`config.mk`:
```
export PLATFORM = sky130hd
export DESIGN_NAME = net_tx_arbiter
export DESIGN_NICKNAME = d
export VERILOG_FILES = /design/src/rtl/net_tx_arbiter.sv
export SDC_FILE = /design/constraint.sdc
export NUM_CORES = 1
export LEC_CHECK = 0
export ABC_AREA = 1
export CAP_MARGIN = 30
export CORE_MARGIN = 3
export CORE_UTILIZATION = 25
export DETAILED_ROUTE_END_ITERATION = 8
export MAX_ROUTING_LAYER = met4
export PLACE_DENSITY = 0.76
export SLEW_MARGIN = 10
export SYNTH_ARGS = -nofsm -noshare
export SYNTH_HDL_FRONTEND = slang
export SYNTH_SLANG_ARGS = --single-unit
```
`constraint.sdc`:
```
create_clock -name logic_clk -period 1.2 [get_ports logic_clk]
set_clock_uncertainty 0.1 [all_clocks]
set_input_delay 0.3 -clock logic_clk [delete_from_list [all_inputs] [get_ports logic_clk]]
set_output_delay 0.3 -clock logic_clk [all_outputs]
set_load 0.05 [all_outputs]
```
`src/rtl/net_tx_arbiter.sv`:
```
// Frame-aware transmit arbiter: merges CH_NUM frame streams onto one MAC stream,
// holding each grant until the frame's last beat and inserting an optional idle gap.
module net_tx_arbiter #(
    parameter int CH_NUM     = 2,
    parameter int DATA_WIDTH = 8,
    parameter int ARB_MODE   = 0,
    parameter int IFG_CYCLES = 0
) (
    input  logic                         logic_clk,
    input  logic                         logic_rst,
    input  logic [CH_NUM*DATA_WIDTH-1:0] src_data_in,
    input  logic [CH_NUM-1:0]            src_valid_in,
    output logic [CH_NUM-1:0]            src_ready_out,
    input  logic [CH_NUM-1:0]            src_last_in,
    output logic [DATA_WIDTH-1:0]        net_tmac_data_out,
    output logic                         net_tmac_valid_out,
    input  logic                         net_tmac_ready_in,
    output logic                         net_tmac_last_out,
    output logic [CH_NUM-1:0]            grant_out,
    output logic                         busy_out
);

    localparam int IDX_W = (CH_NUM > 1) ? $clog2(CH_NUM) : 1;
    localparam logic [7:0] GAP_LOAD = (IFG_CYCLES > 0) ? 8'(IFG_CYCLES - 1) : 8'd0;

    typedef enum logic [1:0] {
        IDLE,
        FORWARD,
        GAP
    } state_t;

    state_t            r_state;
    logic [CH_NUM-1:0] r_grant;
    logic [IDX_W-1:0]  r_gidx;
    logic [IDX_W-1:0]  r_rr_ptr;
    logic [7:0]        r_gap_cnt;
    logic              r_busy;

    logic [IDX_W-1:0]  w_win_idx;
    logic [CH_NUM-1:0] w_win_oh;
    logic              w_fire;
    logic              w_frame_end;
    logic [IDX_W-1:0]  w_next_ptr;

    // Winner search starts at channel 0 in fixed mode, or at the rotating pointer in round-robin mode.
    always_comb begin : p_winner
        logic found;
        int   idx;
        found     = 1'b0;
        idx       = 0;
        w_win_idx = '0;
        w_win_oh  = '0;
        for (int k = 0; k < CH_NUM; k++) begin
            idx = (ARB_MODE == 1) ? ((int'(r_rr_ptr) + k) % CH_NUM) : k;
            if (!found && src_valid_in[idx]) begin
                found         = 1'b1;
                w_win_idx     = IDX_W'(idx);
                w_win_oh[idx] = 1'b1;
            end
        end
    end

    assign w_fire      = (r_state == FORWARD) && src_valid_in[r_gidx] && net_tmac_ready_in;
    assign w_frame_end = w_fire && src_last_in[r_gidx];
    assign w_next_ptr  = (r_gidx == IDX_W'(CH_NUM - 1)) ? '0 : r_gidx + IDX_W'(1);

    always_comb begin
        net_tmac_data_out  = '0;
        net_tmac_valid_out = 1'b0;
        net_tmac_last_out  = 1'b0;
        src_ready_out      = '0;
        if (r_state == FORWARD) begin
            net_tmac_data_out     = src_data_in[r_gidx*DATA_WIDTH +: DATA_WIDTH];
            net_tmac_valid_out    = src_valid_in[r_gidx];
            net_tmac_last_out     = src_last_in[r_gidx];
            src_ready_out[r_gidx] = net_tmac_ready_in;
        end
    end

    always_ff @(posedge logic_clk) begin
        if (logic_rst) begin
            r_state   <= IDLE;
            r_grant   <= '0;
            r_gidx    <= '0;
            r_rr_ptr  <= '0;
            r_gap_cnt <= '0;
            r_busy    <= 1'b0;
        end else begin
            case (r_state)
                IDLE: begin
                    if (|src_valid_in) begin
                        r_state <= FORWARD;
                        r_grant <= w_win_oh;
                        r_gidx  <= w_win_idx;
                        r_busy  <= 1'b1;
                    end
                end
                FORWARD: begin
                    if (w_frame_end) begin
                        r_grant  <= '0;
                        r_rr_ptr <= w_next_ptr;
                        if (IFG_CYCLES > 0) begin
                            r_state   <= GAP;
                            r_gap_cnt <= GAP_LOAD;
                        end else begin
                            r_state <= IDLE;
                            r_busy  <= 1'b0;
                        end
                    end
                end
                GAP: begin
                    if (r_gap_cnt == 8'd0) begin
                        r_state <= IDLE;
                        r_busy  <= 1'b0;
                    end else begin
                        r_gap_cnt <= r_gap_cnt - 8'd1;
                    end
                end
                default: begin
                    r_state <= IDLE;
                    r_grant <= '0;
                    r_busy  <= 1'b0;
                end
            endcase
        end
    end

    assign grant_out = r_grant;
    assign busy_out  = r_busy;

endmodule

```
==> results of run 1 <==
## kinds of logic after synthesis
family          Yosys count  share of synthesized area
buf+inv                   6                     0.0958
flops                     4                      0.245
compound gates           14                      0.215
simple gates             32                      0.444
## metrics by stage
stage / utilization / hold slack [ns] / instances / area (um^2) / setup slack [ns]
after detailed placement: 0.890 / 0.435 / 112 / 1040 / -0.470
after global placement: 0.890 / 0.414 / 112 / 1040 / -0.433
after floorplan: - / 0.259 / 56 / 485 / -0.327
## synth_stat cells (all sizes together)
master   n  area (um^2)
nor2     1         3.75
nand2   23         96.4
inv      3         11.3
dfxtp    4         80.1
buf      2         16.3
nor3     2         10.0
nand3    6         35.0
o21ai    1         5.00
a21oi   13         65.1
clkbuf   1         3.75
==> out/results.ini, run 1 <==
[clock_network]
cts_buffers=3
clock_tree.root_cell=clkbuf_4
cts_num_sinks=4
h-tree-depth=1
clockBufferDepth=2
post_cts_resized=65
postCtsHoldBufs=0
cts_setup_buffers=4

[synthesis]
syn_area_um2=327
syn_inst=56
yosys_warnings=0
synth_fp_nets=79
seq_area_frac_synth=0.245
synth_seq_cells=4
syn_avg_cell_area_um2=5.83
synth_cell_type_count=15

[placement]
portBuffers=37
hpwlAfterDp_mm=1.53
place_congestion=0.736

[outcome]
stop_error=[ERROR DPL-0038] Utilization greater than 100%, impossible to legalize
lastStage=4_1_cts
outcome=aborted with a tool error

[floorplan]
pin_count=38
die_w_um=42.1
row_count=12
die_h_um=42.1
initial_core_util=0.279

==> run 2: changes to the inputs <==
CORE_AREA = 3 3 64 66   (was not set)
CORE_MARGIN = not set   (was 3)
CORE_UTILIZATION = not set   (was 25)
DIE_AREA = 0 0 67 69   (was not set)
MAX_ROUTING_LAYER = not set   (was met4)
PLACE_DENSITY = not set   (was 0.76)
PLACE_DENSITY_LB_ADDON = 0.15   (was not set)
==> out/results.ini, run 2 <==
[outcome]
outcome=complete, but fails checks
violations=negative setup slack

[synthesis]
ys.flop_type=dfxtp_1
synth_cell_type_count=15
yosysTopAreaCell=dfxtp_1
syn_area_um2=327
synth_top_area_frac=0.245
synth_seq_cells=4
netlist_top_cells_area=dfxtp_1, nand2_1, a21oi_1
synthTopCellsByCount=nand2_1, a21oi_1, nand3_1, dfxtp_1
yosys_warnings=0
synth_edf_count=0
seq_area_frac_synth=0.245
yosys.cell_count.top_type=nand2_1
async_flop_share=0
syn_inst=56
syn_avg_cell_area_um2=5.83
synth_fp_nets=79

[clock_network]
clock_tree.root_cell=clkbuf_8
clkLatencyLatePin_ns=0.22
clockBufferDepth=2
cts.clk_slew.worst_paths_ns=0.03
h-tree-depth=1
cts_tree=yes
cts_buffers=3
cts_num_sinks=4
postCtsHoldBufs=0

[final_layout]
final_common_cell=nand2_2
drive_gt1_frac=0.673
antenna_cells=0
layout.nets=128
area_growth_pct=276
mostFrequentLayoutCells=nand2_2, buf_12, dlygate4sd2_1
largest_reg_flops=2

[sta]
maxSlewViolCount=0
finalCriticalPeriod_ns=1.55
finalSetupTns_ns=-4.08
setup_viol=16
rsz0062_at_grt=yes
post-route-period-util=1.29
worst_pin_slew_ns=0.334
fmaxAchievable_mhz=645
max_slew_margin=0.777
final.setup.worst_slack_ns=-0.349
hold_violations=0

[placement]
place_ws_ns=-0.455
portBuffers=37
place_congestion=0.817
hpwlAfterDp_mm=1.34

[setup_path]
critPathMaxStageDelay_ns=0.47
r2r_cells=7
endpoint_kind=output port
path_class=primary input to output port
critical-path-top-delay-family=buffers and inverters
worst-path-stages=4
cp-start-kind=primary input
required_ns=0.80
path_buf_inv=2
worst-path-max-fanout=1
crit_slowest_cell=clkdlybuf4s50_1
cp_cell_sequence=clkdlybuf4s50_1 > nand2_2 > a21oi_4 > buf_12
cp.arrival_ns=1.15

[global_routing]
grt_start_max_net_pins=14
grt-ovfl-total=0
track_usage=0.0762
grt_pass1_vias=599
antenna_found_initial=0
grt_first_pass_wirelength_mm=2.76

[power]
leakage_nw=0.492
comb_power_share=0.549
max-vdd-ir-drop_mv=0.523
p_per_area_nw_per_um2=831
power_switching_uw=385
p_seq_frac=0.156
p_int_uw=635
clockPowerShare=0.295
swShare=0.377

[run]
cap_viol_max_count=0

[routing]
viasPerCell=3.72
wire_per_inst_um=10.9
drc_errors=0
drt-initial-drc-count=18
dr.pass1.iters=4
postRouteAntennaNets=0
totalWireLength_mm=1.65
via_count=566

[floorplan]
pin_count=38
initial_core_util=0.0899
row_count=22
coreArea_um2=3630
die_w_um=67
die_area_um2=4620
die_h_um=69

[hold_path]
holdPathStages=2
hp-class=flip-flop to flip-flop

## run 2: power groups by stage
stage | sequential [mW] | combinational, mW | clock, mW
2_1_floorplan | 0.184 | 0.253 | 0
3_3_place_gp | 0.159 | 0.547 | 0
3_5_place_dp | 0.158 | 0.551 | 0
4_1_cts | 0.159 | 0.557 | 0.312
5_1_grt | 0.161 | 0.594 | 0.327
6_report | 0.159 | 0.560 | 0.301
## run 2: kinds of logic (layout without fill, tap and decap cells)
logic type	Yosys count	count (layout)	synth area share
simple gates	32	32	0.444
compound gates	14	14	0.215
buf+inv	6	54	0.0958
flops	4	4	0.245
## run 2: routing by layer
| metal | vias to the layer above | track usage | part of all wire |
|---|---|---|---|
| met4 | 0 | 0.0270 | 0.0091 |
| met5 | - | 0 | 0 |
| met3 | 2 | 0.0212 | 0.12 |
| li1 | 282 | - | - |
| met1 | 249 | 0.0972 | 0.42 |
| met2 | 33 | 0.120 | 0.44 |
## run 2: worst reg2reg max path: stages, from the launching register on
cell     delay [ns]
dfxtp_4        0.40
buf_4          0.14
nand3_2        0.09
nand2_4        0.09
buf_4          0.11
nand3_2        0.08
nand3_1        0.09
a21oi_1        0.06
## run 2: timing repair
action                                  4_1_cts  5_1_grt
pin swaps                                    15        4
setup buffers                                 0        1
endpoints found under the setup margin       16       16
resized for setup                            35       11
## run 2: cell type report
type,instances,area (um^2)
clock buffer,4,45.0
fill,390,2410
inverter,3,21.3
multi-input combinational,46,413
sequential,4,88.8
tap,48,60.1
timing repair buffer,47,599
## run 2: path summary, 6_finish.rpt
check | start | endpoint | slack (ns)
hold / removal | grant_out[1] | grant_out[1] | 0.39
setup / recovery | src_data_in[12] | net_tmac_data_out[4] | -0.35
hold reg to reg | grant_out[1] | grant_out[1] | 0.39
setup reg to reg | r_gidx | grant_out[0] | -0.07
## run 2: stage by stage
step                utilization  instances  hold WS [ns]  cell area (um^2)  total power [mW]
floorplan                     -         56         0.259               485             0.437
CTS                       0.325        151         0.422              1180              1.03
global placement          0.304        147         0.416              1100             0.706
global route              0.338        152         0.411              1230              1.08
finish                    0.338        152         0.390              1230              1.02
detailed placement        0.304        147         0.418              1100             0.709
Power figures use the tool's default switching activity.
==> run 3: changes to the inputs <==
CTS_CLUSTER_DIAMETER = 200   (was not set)
GPL_ROUTABILITY_DRIVEN = 0   (was not set)
==> results of run 3 <==
The final DEF is identical to that of run 2; final timing and power are the same.
